==> src/rtl/ps2_key_tracker.sv <==
// PS/2 Set-2 scancode sequencer: prefix FSM -> held keys, paddle directions, edge pulses.
// Latency 1 (outputs registered at the strobe edge); no backpressure, one byte per cycle accepted.
module ps2_key_tracker #(
  parameter int TIMEOUT_CYCLES = 1_300_000,
  parameter int TO_WIDTH       = 21
) (
  input  logic       clk,
  input  logic       rst_n,
  input  logic [7:0] code_byte,
  input  logic       code_valid,
  output logic       p1_up,
  output logic       p1_down,
  output logic       p2_up,
  output logic       p2_down,
  output logic       start_pulse,
  output logic       esc_pulse,
  output logic       pause_pulse
);

  typedef enum logic [2:0] {IDLE, EXT, BRK, EXT_BRK, PAUSE} state_t;

  typedef struct packed {
    logic w;
    logic s;
    logic up;
    logic dn;
    logic space;
    logic esc;
  } held_t;

  localparam logic [TO_WIDTH-1:0] TO_MAX = TO_WIDTH'(TIMEOUT_CYCLES);

  state_t              state_q, state_d;
  held_t               held_q, held_d;
  logic [2:0]          skip_q, skip_d;
  logic [TO_WIDTH-1:0] to_cnt_q;
  logic                start_d, esc_d, pause_d;
  logic                to_expire;

  assign to_expire = (state_q != IDLE) && (to_cnt_q == TO_MAX);

  always_comb begin
    state_d = state_q;
    held_d  = held_q;
    skip_d  = skip_q;
    start_d = 1'b0;
    esc_d   = 1'b0;
    pause_d = 1'b0;
    if (code_valid) begin
      case (state_q)
        IDLE: begin
          case (code_byte)
            8'hE0: state_d = EXT;
            8'hF0: state_d = BRK;
            8'hE1: begin
              state_d = PAUSE;
              skip_d  = 3'd7;
            end
            8'h1D: held_d.w = 1'b1;
            8'h1B: held_d.s = 1'b1;
            8'h29: begin
              held_d.space = 1'b1;
              start_d      = ~held_q.space;
            end
            8'h76: begin
              held_d.esc = 1'b1;
              esc_d      = ~held_q.esc;
            end
            default: ;
          endcase
        end
        EXT: begin
          state_d = IDLE;
          case (code_byte)
            8'hF0: state_d = EXT_BRK;
            8'h75: held_d.up = 1'b1;
            8'h72: held_d.dn = 1'b1;
            default: ;
          endcase
        end
        BRK: begin
          state_d = IDLE;
          case (code_byte)
            8'h1D: held_d.w     = 1'b0;
            8'h1B: held_d.s     = 1'b0;
            8'h29: held_d.space = 1'b0;
            8'h76: held_d.esc   = 1'b0;
            default: ;
          endcase
        end
        EXT_BRK: begin
          state_d = IDLE;
          case (code_byte)
            8'h75: held_d.up = 1'b0;
            8'h72: held_d.dn = 1'b0;
            default: ;
          endcase
        end
        PAUSE: begin
          // Pause bytes are counted, not decoded; the last one fires the pulse.
          skip_d = skip_q - 3'd1;
          if (skip_q == 3'd1) begin
            pause_d = 1'b1;
            state_d = IDLE;
          end
        end
        default: state_d = IDLE;
      endcase
    end else if (to_expire) begin
      state_d = IDLE;
      skip_d  = 3'd0;
    end
  end

  always_ff @(posedge clk or negedge rst_n) begin
    if (!rst_n) begin
      state_q  <= IDLE;
      held_q   <= '0;
      skip_q   <= 3'd0;
      to_cnt_q <= '0;
    end else begin
      state_q <= state_d;
      held_q  <= held_d;
      skip_q  <= skip_d;
      if (code_valid || state_q == IDLE || to_expire) to_cnt_q <= '0;
      else                                            to_cnt_q <= to_cnt_q + 1'b1;
    end
  end

  // Outputs derive from next-state held bits so they appear right after the strobe edge.
  always_ff @(posedge clk or negedge rst_n) begin
    if (!rst_n) begin
      p1_up       <= 1'b0;
      p1_down     <= 1'b0;
      p2_up       <= 1'b0;
      p2_down     <= 1'b0;
      start_pulse <= 1'b0;
      esc_pulse   <= 1'b0;
      pause_pulse <= 1'b0;
    end else begin
      p1_up       <= held_d.w & ~held_d.s;
      p1_down     <= held_d.s & ~held_d.w;
      p2_up       <= held_d.up & ~held_d.dn;
      p2_down     <= held_d.dn & ~held_d.up;
      start_pulse <= start_d;
      esc_pulse   <= esc_d;
      pause_pulse <= pause_d;
    end
  end

endmodule

==> config.mk <==
export PLATFORM = sky130hd
export DESIGN_NAME = ps2_key_tracker
export DESIGN_NICKNAME = d
export VERILOG_FILES = /design/src/rtl/ps2_key_tracker.sv
export SDC_FILE = /design/constraint.sdc
export NUM_CORES = 1
export LEC_CHECK = 0
export CAP_MARGIN = 20
export CORE_MARGIN = 10
export CORE_UTILIZATION = 57
export DETAILED_ROUTE_END_ITERATION = 6
export PLACE_DENSITY = 0.82
export SLEW_MARGIN = 30
export SYNTH_ARGS = -nofsm -noshare
export SYNTH_HDL_FRONTEND = slang
export SYNTH_SLANG_ARGS = --single-unit
==> constraint.sdc <==
create_clock -name clk -period 2.3 [get_ports clk]
set_clock_uncertainty 0.05 [all_clocks]
set_input_delay 0.46 -clock clk [delete_from_list [all_inputs] [get_ports clk]]
set_output_delay 0.46 -clock clk [all_outputs]
set_load 0.005 [all_outputs]
==> Word level (Yosys, flattened, before mapping) <==
Index checks and enable logic that the tools add are counted.
{ "classes": {"n_addsub": 2, "eq_ne": 23, "n_mux": 35, "bitwise": 10, "n_reduce_logical": 11} }
{ "ops": {"columns": ["cell", "count"], "rows": [
  ["8-bit by 7-bit == test with 1-bit output, second input constant", 3],
  ["8-bit == test, second input constant", 3],
  ["21-bit by 1-bit adder with 21-bit output, second input constant", 1],
  ["21-bit == test, second input constant", 1],
  ["1-bit two-way mux", 21],
  ["21-bit two-way mux", 1],
  ["3-bit case mux with 3 select lines", 2],
  ["8-bit by 5-bit == test with 1-bit output, second input constant", 2],
  ["3-bit two-way mux", 5],
  ["2-bit case mux with 2 select lines", 3],
  ["8-bit by 6-bit == test with 1-bit output, second input constant", 1],
  ["4-bit AND reduction", 2],
  ["3-bit by 1-bit == test with 1-bit output, second input constant", 2],
  ["3-bit by 2-bit == test with 1-bit output, second input constant", 2],
  ["6-bit two-way mux", 1],
  ["2-bit by 1-bit inequality test with 1-bit output, second input constant", 3],
  ["1-bit inverter", 6],
  ["3-bit case mux with 2 select lines", 1],
  ["3-bit AND reduction", 2],
  ["5-bit by 2-bit inequality test with 1-bit output, second input constant", 1],
  ["1-bit bitwise AND", 4],
  ["2-bit nonzero test", 2],
  ["3-bit == test, second input constant", 1],
  ["3-bit zero test", 1],
  ["other kinds (9)", 10]
]} }
{ "totals": {"reg_bits": 40, "inputBits": 11, "out_inout_bits": 7} }

==> Longest topological paths before layout <==
{ "logic_depth": {"ltp_word": 6, "mapped_depth": 8, "depth_no_buf": 7} }

==> Worst setup path after synthesis <==
Ideal clock, no wire load.
{ "synth_timing": {"path_kind": "register -> register", "startpoint": "register state_q[0]", "endpoint": "register state_q[0]", "setup_ps": 125, "arrival_time_ps": 1762, "setup_slack_ps": 363, "stages_incl_launch_ff": 6, "period_less_slack_ps": 1937, "cell_sequence": "dfrtp_1 or4b_1 a41oi_2 o21ai_0 nand3b_4 mux2_4"} }
{ "synth_via": {"elab_chain_len": 4} }
{ "synth_rtl": {"columns": ["item", "line", "rtl"], "rows": [
  ["start, declared", "33", "state_t state_q, state_d;"],
  ["start signal, assigned", "122", "state_q <= state_d;"],
  ["branches (longest 4 deep; another with 3-bit == test)", null, null]
]} }
Several ways; the timed one is not identified.
A chain may end at the register's enable or synchronous reset.

==> results.json <==
{
  "critical_path_peak_fanout": 3,
  "ir_drop_v": 0.000488,
  "synth_cell_types": 47,
  "fin_nets": 263,
  "mappedNetlistArea_mm2": 0.00209,
  "io_buffer_count": 17,
  "layout_worst_path_cycle_share_pct": 91.3,
  "ios": 18,
  "drc": 0,
  "max_stage_delay_ns": 0.53,
  "synth_nets": 223,
  "max_freq_mhz": 476,
  "yosysMostFrequentCell": "dfrtp_1",
  "die_h_um": 80.5,
  "drv_slew": 0,
  "synth_top_area_share_pct": 48.0,
  "grt_pass1_vias": 1698,
  "grt_usage_pct": 14.6,
  "place_inst": 287,
  "synth_edf_count": 0,
  "grt_pass1_wl_mm": 7.49,
  "core_mm2": 0.00344,
  "post_cts_buffers": 0,
  "worst-slew-pin-transition_ns": 0.487,
  "place_ws_ns": -0.0952,
  "critPathTopFamily": "simple AND/OR/NAND/NOR gates",
  "area_growth_pct": 21.1,
  "finalSetupViolCount": 0,
  "worstSetupPathType": "in -> reg",
  "cts_max_level": 2,
  "critPathCaptureType": "register",
  "vias": 1644,
  "final_area_mm2": 0.00253,
  "initial_core_util_pct": 60.6,
  "yosys.area.top_type": "dfrtp_1",
  "synth_warnings": 0,
  "via_per_inst": 5.57,
  "intPower_uw": 1090,
  "comb_power_share_pct": 17.5,
  "dr.pass1.iters": 4,
  "diodes": 0,
  "routed_wl_mm": 4.38,
  "dpl.hpwl_mm": 3.19,
  "drive_above_1_share_pct": 16.5,
  "path_cells": "clkdlybuf4s50_1, nor3b_2, nand3_2, or4b_4, mux2i_2, nor2b_1",
  "hold_buffers": 0,
  "cp.arrival_ns": 2.28,
  "clock_latency_ns": 0.30,
  "finalWorstSetupSlack_ns": 0.199,
  "cts-root-buf": "clkbuf_8",
  "drv_cap": 0,
  "syn_inst": 208,
  "setup_tns_ns": 0,
  "reg2reg_slack_ns": 0.25,
  "syn_area_per_cell_um2": 10.0,
  "routabilityCongestion": 0.891,
  "power.share.sequential_pct": 50.3,
  "grt-ovfl-total": 0,
  "crit_required_ns": 2.48,
  "rsz0062_at_grt": "no",
  "hp-class": "in -> async",
  "ys_seq_area_share_pct": 48.0,
  "fin_util_pct": 73.4,
  "p_leak_uw": 0.00108,
  "ys_top_cells_by_area": "dfrtp_1, nor2_1, xor2_1",
  "cp_slowest_cell": "or4b_4",
  "drt_iter0_drc": 104,
  "cts_buffers": 5,
  "grt_max_degree": 41,
  "synthFlopType": "dfrtp_1",
  "clockBufferDepth": 2,
  "final-hold-violation-count": 0,
  "clk_pin_slew_ns": 0.08,
  "ctsResizeCount": 0,
  "synth_seq_cells": 40,
  "rows": 21,
  "pwr-share-clk_pct": 32.2,
  "slew-limit-headroom_pct": 67.1,
  "path_buf_inv": 1,
  "netSwitchingFraction_pct": 28.0,
  "start_kind": "input pin",
  "cts_tree": "built",
  "status": "finished clean",
  "cts_sinks": 40,
  "antenna_left": 0,
  "synthTopCellsByCount": "dfrtp_1, nor2_1, nand3_1, xor2_1, nand2_1",
  "synth_async_sr_flop_share_pct": 100,
  "die_x_um": 80.5,
  "p_sw_uw": 421,
  "post_layout_nonfiller_instances": 295,
  "placed_area_mm2": 0.00243,
  "fp.dieArea_mm2": 0.00648,
  "period_minus_slack_ns": 2.10,
  "p_per_area_mw_per_mm2": 596,
  "wl_per_cell_um": 14.9,
  "antenna_found_initial": 0
}
-- flip-flops by register name, indices dropped and copies added (netlist names) --
register	count
esc_pulse	1
held_q	6
p1_down	1
p1_up	1
p2_down	1
p2_up	1
pause_pulse	1
skip_q	3
start_pulse	1
state_q	3
to_cnt_q	21
-- cell usage in the layout (no fill, tap or decap), types with 2 or more instances in the layout --
master / n
dfrtp_1: 40
nor2_1: 37
buf_4: 20
clkdlybuf4s50_1: 16
nand3_1: 14
xor2_1: 14
nand2_1: 13
inv_1: 11
nand4_1: 9
nor2b_1: 7
xnor2_1: 6
clkbuf_8: 6
nor3_1: 4
ha_1: 4
a21oi_1: 3
mux2i_1: 3
and3_1: 2
nand3b_1: 2
o31ai_1: 2
o41ai_1: 2
nand2b_1: 2
o21ai_0: 2
a22o_1: 2
clkinv_2: 2
-- cell type report --
cell class	instances	area (µm²)
Tap cell	46	57.6
Multi-Input combinational cell	153	1020
Timing Repair Buffer	37	315
Sequential cell	40	1000
Inverter	11	41.3
Fill cell	250	915
Clock inverter	2	10.0
Clock buffer	6	82.6
-- layer usage --
metal | wire (µm) | GRT usage [%]
met3 | 197 | 3.90
met5 | 0 | 0
met1 | 1850 | 15.9
met4 | 117 | 8.10
met2 | 2220 | 25.2
-- power groups by stage --
stage          sequential [µW]  clock (µW)  combinational, µW
6_report                   757         485                264
2_1_floorplan              762           0                151
3_5_place_dp               770           0                262
5_1_grt                    762         522                296
4_1_cts                    757         496                266
3_3_place_gp               768           0                256
-- kinds of logic after synthesis --
kind of cell	Yosys count	share of synthesized area, %
buffers and inverters	15	3.18
flip-flops	40	48.0
multiplexers	6	3.36
adder cells (fa/ha/maj)	4	2.40
XOR/XNOR	20	8.39
AND/OR/NAND/NOR	106	28.3
AO/OA/AOI/OAI	17	6.41
-- worst paths after layout --
path	start	end	cells past startpoint
hold / removal	rst_n	skip_q[1]	2
hold reg to reg	held_q[1]	start_pulse	1
max in group asynchronous	rst_n	to_cnt_q[4]	2
min in group clk	held_q[1]	start_pulse	1
setup / recovery	code_valid	p1_up	6
setup reg to reg	to_cnt_q[4]	state_q[1]	6
-- per-stage QoR --
step | power (µW) | hold slack, ns
floorplan | 912 | 0.114
global placement | 1020 | 0.368
detailed placement | 1030 | 0.375
CTS | 1520 | 0.171
global route | 1580 | 0.189
finish | 1510 | 0.159
No activity file was read; power rests on OpenSTA's default activity.
